--- src/rtl/sdram_access_arbiter.sv ---
// sdram_access_arbiter
//
// Shares one SDRAM master command port between a read client (playback
// fetcher) and a write client (DSP writeback). One command is in flight on
// the command port at a time. It is held on the registered TL_* outputs
// until the memory accepts it, which happens when MEM_WAITREQ is low. The
// number of reads accepted but not yet returned is bounded by MAX_RD_OUT.
// A pending write is forced through after WR_STARVE consecutive read grants.
//
// Ports:
//   CLK, RESET            clock, synchronous active-high reset
//   RD_REQ/RD_ADDR        read request (held until RD_ACK) and word address
//   RD_ACK                read command accepted this cycle (combinational)
//   RD_DATA/RD_VALID      returned read word, one cycle after TL_RDV
//   WR_REQ/WR_ADDR/WR_DATA write request (held until WR_ACK), address, sample
//   WR_ACK                write command accepted this cycle (combinational)
//   TL_ADDR/TL_READ/TL_WRITE/TL_WRITEDATA  registered command to the master
//   TL_READDATA/TL_RDV    read return from the master
//   MEM_WAITREQ           memory stall; low at an edge means command accepted
module sdram_access_arbiter #(
    parameter int ADDR_W     = 32,
    parameter int MAX_RD_OUT = 4,
    parameter int WR_STARVE  = 8
) (
    input  logic              CLK,
    input  logic              RESET,
    input  logic              RD_REQ,
    input  logic [ADDR_W-1:0] RD_ADDR,
    output logic              RD_ACK,
    output logic [31:0]       RD_DATA,
    output logic              RD_VALID,
    input  logic              WR_REQ,
    input  logic [ADDR_W-1:0] WR_ADDR,
    input  logic [15:0]       WR_DATA,
    output logic              WR_ACK,
    output logic [ADDR_W-1:0] TL_ADDR,
    output logic              TL_READ,
    output logic              TL_WRITE,
    output logic [15:0]       TL_WRITEDATA,
    input  logic [31:0]       TL_READDATA,
    input  logic              TL_RDV,
    input  logic              MEM_WAITREQ
);

    localparam int SW = (WR_STARVE < 1) ? 1 : $clog2(WR_STARVE + 1);
    localparam logic [3:0]    RD_LIMIT   = 4'(MAX_RD_OUT);
    localparam logic [SW-1:0] STARVE_MAX = SW'(WR_STARVE);

    typedef enum logic [1:0] {
        IDLE     = 2'd0,
        RD_ISSUE = 2'd1,
        WR_ISSUE = 2'd2
    } state_t;

    state_t        state_reg, state_next;
    logic [3:0]    rd_out_reg, rd_out_next;
    logic [SW-1:0] starve_reg, starve_next;

    logic rd_ok;
    logic rd_grant;
    logic wr_grant;
    logic rd_accept;
    logic wr_accept;
    logic rd_ret;

    assign rd_ok     = RD_REQ && (rd_out_reg < RD_LIMIT);
    assign rd_accept = (state_reg == RD_ISSUE) && !MEM_WAITREQ;
    assign wr_accept = (state_reg == WR_ISSUE) && !MEM_WAITREQ;
    // A return with nothing outstanding is a stale one from before reset.
    assign rd_ret    = TL_RDV && (rd_out_reg != 4'd0);

    // Reset drops an in-flight command, so no acknowledge may escape while
    // it is asserted.
    assign RD_ACK = rd_accept && !RESET;
    assign WR_ACK = wr_accept && !RESET;

    always_comb begin
        state_next = state_reg;
        rd_grant   = 1'b0;
        wr_grant   = 1'b0;
        case (state_reg)
            IDLE: begin
                if (WR_REQ && ((starve_reg == STARVE_MAX) || !rd_ok)) begin
                    state_next = WR_ISSUE;
                    wr_grant   = 1'b1;
                end else if (rd_ok) begin
                    state_next = RD_ISSUE;
                    rd_grant   = 1'b1;
                end
            end
            RD_ISSUE: if (!MEM_WAITREQ) state_next = IDLE;
            WR_ISSUE: if (!MEM_WAITREQ) state_next = IDLE;
            default:  state_next = IDLE;
        endcase
    end

    always_comb begin
        rd_out_next = rd_out_reg;
        if (rd_accept && !rd_ret) begin
            rd_out_next = rd_out_reg + 4'd1;
        end else if (!rd_accept && rd_ret) begin
            rd_out_next = rd_out_reg - 4'd1;
        end
    end

    always_comb begin
        starve_next = starve_reg;
        if (wr_grant) begin
            starve_next = '0;
        end else if (rd_grant && WR_REQ && (starve_reg != STARVE_MAX)) begin
            starve_next = starve_reg + 1'b1;
        end
    end

    always_ff @(posedge CLK) begin
        if (RESET) begin
            state_reg    <= IDLE;
            TL_READ      <= 1'b0;
            TL_WRITE     <= 1'b0;
            TL_ADDR      <= '0;
            TL_WRITEDATA <= '0;
            RD_DATA      <= '0;
            RD_VALID     <= 1'b0;
            rd_out_reg   <= '0;
            starve_reg   <= '0;
        end else begin
            state_reg  <= state_next;
            TL_READ    <= (state_next == RD_ISSUE);
            TL_WRITE   <= (state_next == WR_ISSUE);
            // Address and data are captured only on entry to an issue state
            // so they stay frozen while the memory stalls.
            if (rd_grant) begin
                TL_ADDR <= RD_ADDR;
            end
            if (wr_grant) begin
                TL_ADDR      <= WR_ADDR;
                TL_WRITEDATA <= WR_DATA;
            end
            RD_DATA    <= TL_READDATA;
            RD_VALID   <= rd_ret;
            rd_out_reg <= rd_out_next;
            starve_reg <= starve_next;
        end
    end

endmodule
--- config.mk ---
export PLATFORM = sky130hd
export DESIGN_NAME = sdram_access_arbiter
export DESIGN_NICKNAME = d
export VERILOG_FILES = /design/src/rtl/sdram_access_arbiter.sv
export SDC_FILE = /design/constraint.sdc
export NUM_CORES = 1
export LEC_CHECK = 0
export CAP_MARGIN = 10
export CORE_MARGIN = 4
export CORE_UTILIZATION = 34
export CTS_CLUSTER_DIAMETER = 100
export DETAILED_ROUTE_END_ITERATION = 7
export PLACE_DENSITY = 0.74
export SYNTH_ARGS = -nofsm -noshare
export SYNTH_HDL_FRONTEND = slang
export SYNTH_SLANG_ARGS = --single-unit
--- constraint.sdc ---
create_clock -name CLK -period 2.2 [get_ports CLK]
set_input_delay 0.66 -clock CLK [delete_from_list [all_inputs] [get_ports CLK]]
set_output_delay 0.66 -clock CLK [all_outputs]
set_load 0.05 [all_outputs]
Yosys cells after proc, flatten, opt, wreduce, memory -nomap -nowiden
Index checks and enable logic that the tools add are counted.
{"block": "word_totals", "reg_bits": 93, "out_inout_bits": 85, "in_bits": 118}
{"block": "classes", "eq_ne": 6, "n_mux": 13, "n_lt_le_gt_ge": 1, "addsub": 3, "n_reduce_logical": 23}
{"operator": "$mux W32", "count": 2}
{"operator": "$logic_and A1 B1 Y1", "count": 11}
{"operator": "$add A4 B1 Y4 const B", "count": 2}
{"operator": "$mux W4", "count": 2}
{"operator": "$mux W2", "count": 3}
{"operator": "$logic_not A1 Y1", "count": 5}
{"operator": "$mux W1", "count": 5}
{"operator": "$eq A2 B1 Y1 const B", "count": 2}
{"operator": "$eq A2 B2 Y1 const B", "count": 2}
{"operator": "$eq A4 B4 Y1 const B", "count": 1}
{"operator": "$lt A4 B3 Y1 const B", "count": 1}
{"operator": "$ne A4 B4 Y1 const B", "count": 1}
{"operator": "$pmux W2 S2", "count": 1}
{"operator": "$reduce_bool A2 Y1", "count": 2}
{"operator": "$reduce_bool A4 Y1", "count": 1}
{"operator": "$reduce_or A2 Y1", "count": 2}
{"operator": "$sub A4 B1 Y4 const B", "count": 1}
{"operator": "$logic_not A2 Y1", "count": 1}
{"operator": "$logic_or A1 B1 Y1", "count": 1}

Longest topological paths before layout
{"block": "logic_depth", "depth_word": 9, "depth_mapped": 10, "ltp_nobuf": 10}

Worst setup path before layout
No wires, ideal clock.
{"block": "synth_path", "path_type": "input-to-output", "start": "input port RESET", "end": "output port WR_ACK", "required_ps": 1540, "arrival_ps": 2230, "path_stages": 3, "path_slack_ps": -690, "path_cell_list": "clkbuf_1 clkbuf_1 nor3b_1"}
{"block": "synth_between", "elab_chain_len": 2}
{"element": "start, declared", "line": "26", "source": "input logic RESET,"}
{"element": "$logic_not A1 Y1", "line": "75", "source": "assign WR_ACK = wr_accept && !RESET;"}
{"element": "$logic_and A1 B1 Y1", "line": "75"}
{"element": "end, declared", "line": "35", "source": "output logic WR_ACK,"}
No other way between the ends.

Final worst setup path
{"block": "layout_path", "start": "register TL_WRITEDATA[9]", "end": "output port TL_WRITEDATA[9]"}
{"element": "start, declared", "line": "39", "source": "output logic [15:0] TL_WRITEDATA,"}
{"element": "start signal, assigned", "line": "121", "source": "TL_WRITEDATA <= '0;"}
{"element": "start signal, assigned", "line": "137", "source": "TL_WRITEDATA <= WR_DATA;"}
No word-level cell between the ends.

==> metrics.txt <==
Worst Tran Pin Value 0.551 ns; maximum clock path buffer count 2; most common cell after layout, fill and taps aside clkdlybuf4s50_1; register area share after synthesis 53.8%; die height 109 um; Design Area, Final 6170 um^2; initial antenna violation count 1; Num CTS Buffers 9; Die ar. 11900 um^2; num rows 36; dpl hpwl 8100 um; pwr dens 1000 nW/um^2; Area after DPL 5830 um^2; largest net degree at the start of global routing 36; CP top delay family buffers and inverters; vias 3158; Max-Cap Viols 0; multi-input logic area 1570 um^2; DRT antenna net count 0; IO Pins 203; FF-to-FF Start rd_out_reg[2]; final WL 10100 um; Final Hold Vio Count 0; GRT overflow 0; Placeable Area 9820 um^2; global-route wire length before repair 15500 um; antenna cells 0; Syn-to-layout area delta 78.5%; status finished clean; Iter 0 DRT Violations 84; startpoint types flop; die extent in x 109 um; Hold-fix buffers, CTS 0; worst skew pair latency 0.35 ns; DRC viols 0; Largest regs RD_DATA: 32 flops, TL_ADDR: 32 flops, TL_WRITEDATA: 16 flops; final non-filler cell total 685; Crit path arrival time 1.48 ns; Port Buffers 202; clock slew at the register clock pins of the worst setup and hold paths 0.09 ns; CTS Root Cell clkbuf_8; register area 1860 um^2; max_slew headroom 63.2%; share of post-route cells with drive strength above 1 13.6%; CTS tree yes; Initial Util 35.2%; Clock Skews 0.0121 ns; Nets 675; RSZ-0062 raised after global routing true; Slowest-stage cell, CP clkdlybuf4s50_1; Synth top area share 53.8%; critical path startpoint TL_WRITEDATA[9]; Syn Nets 456; most frequent cells in the layout clkdlybuf4s50_1 (133), dfxtp_1 (93), dlymetal6s2s_1 (39); number of enable flip-flop cells after synthesis 0; Pins Over Slew Limit 0; Tot GR Track Use 16.8%; Leak 2.97 nW; setup violators final 0; Final GP Congestion 0.802; Syn Area/Cell 10.5 um^2; Synth cell types 39; post-route minimum period 2.14 ns; Yosys top cell by area dfxtp_1; Tot Pwr 6.20 mW; H-tree depth 3; critical-path cell list clkdlybuf4s50_1; critical path fanouts, max 2; Post-Synthesis Cells 328; post-CTS setup buffer count 0; CP Capture Type output port; fmax 0.467 GHz; Hold/Removal Path Class reg2reg; final worst path period share 97.4%; CP Class reg2out; cell area after synthesis 3460 um^2; hold_sp TL_WRITEDATA[4]; critical path required time 1.54 ns; Yosys reg bits 93; DRT Pass-1 Iters 4; synth top area cells dfxtp_1 (54%), mux2i_1 (9.8%), o2bb2ai_1 (8.1%); fill count 831; vias in the first global route 3183; setup TNS 0 ns; Synth Flop Type dfxtp_1; CTS Sinks 93; share of flip-flops with an asynchronous set or reset 0%; CP bufs+invs 1; CP max stage delay 0.80 ns; synth warn 0; worst hold slack 0.456 ns; Via density 4.61; Placed Cells 669; post-DR wirelength/cell 14.7 um; maximum vdd drop 0.000459 V
-- layout make-up --
class                           instances  share of cell area (%)
Multi-Input combinational cell        209                    25.5
Sequential cell                        93                    30.2
Clock inverter                          7                    1.30
Timing Repair Buffer                  229                    38.1
Clock buffer                            9                    2.01
Tap cell                              133                    2.70
Inverter                                5                   0.344
-- logic make-up (layout without fill, tap and decap cells) --
logic type      after synthesis  count (layout)  share of synthesized area [%]
fa+ha+maj                    10              10                           3.83
compound gates               60              60                           12.7
flops                        93              93                           53.8
xor+xnor                      5               5                           1.27
buf+inv                      26             250                           3.00
simple gates                 99              99                           15.2
mux                          35              35                           10.2
-- worst min-delay path: cells and delay by family (launching register included) --
kind	cells	cell delay [ns]
AOI/OAI and AO/OA	1	0.05
and+or+nand+nor	1	0.05
DFF	1	0.32
-- routing by layer --
layer | vias up | global-route usage (%) | part of all wire (%)
met4 | 2 | 5.41 | 1.8
met1 | 1451 | 17.3 | 35
li1 | 1565 | - | -
met5 | - | 0 | 0.13
met3 | 16 | 7.10 | 9.6
met2 | 124 | 30.7 | 53
-- where the power goes --
part	total, mW	leakage [nW]	switching, mW	internal (mW)
Combinational	2.90	2.10	1.70	1.20
Clock	1.16	0.102	0.617	0.542
Sequential	2.14	0.768	0.160	1.98
-- synth_stat cells, types with 2 or more instances --
library cell / instances
xor2_1: 3
buf_2: 5
xnor2_1: 2
buf_1: 2
a21oi_1: 19
nand3_1: 4
clkbuf_1: 14
and2_1: 2
mux2i_1: 34
and3_1: 2
o2bb2ai_1: 32
nor3_1: 4
ha_1: 9
nor2_1: 9
nand2_1: 33
dfxtp_1: 93
nor2b_1: 35
inv_1: 5
-- stage by stage --
stage | worst slack, ns | utilization, %
after global placement | -0.451 | 59.4
after CTS | -0.00320 | 61.7
after detailed placement | -0.571 | 59.4
after global routing | -0.0440 | 62.9
after floorplan | -0.211 | -
final | 0.0569 | 62.9
-- what timing repair did --
item,in CTS,in global routing
gates resized for setup,18,42
pin swaps,3,2
endpoints found under the setup margin,13,40
-- path summary, 6_finish.rpt --
kind / slack [ns] / depth (start not counted) / endpoint
worst min register to register: 0.46 / 2 / TL_WRITEDATA[4]
worst max register to register: 0.06 / 8 / rd_out_reg[3]
worst max-delay path: 0.06 / 1 / TL_WRITEDATA[9]
worst min-delay path: 0.46 / 2 / TL_WRITEDATA[4]
No activity file was read; power rests on OpenSTA's default activity.
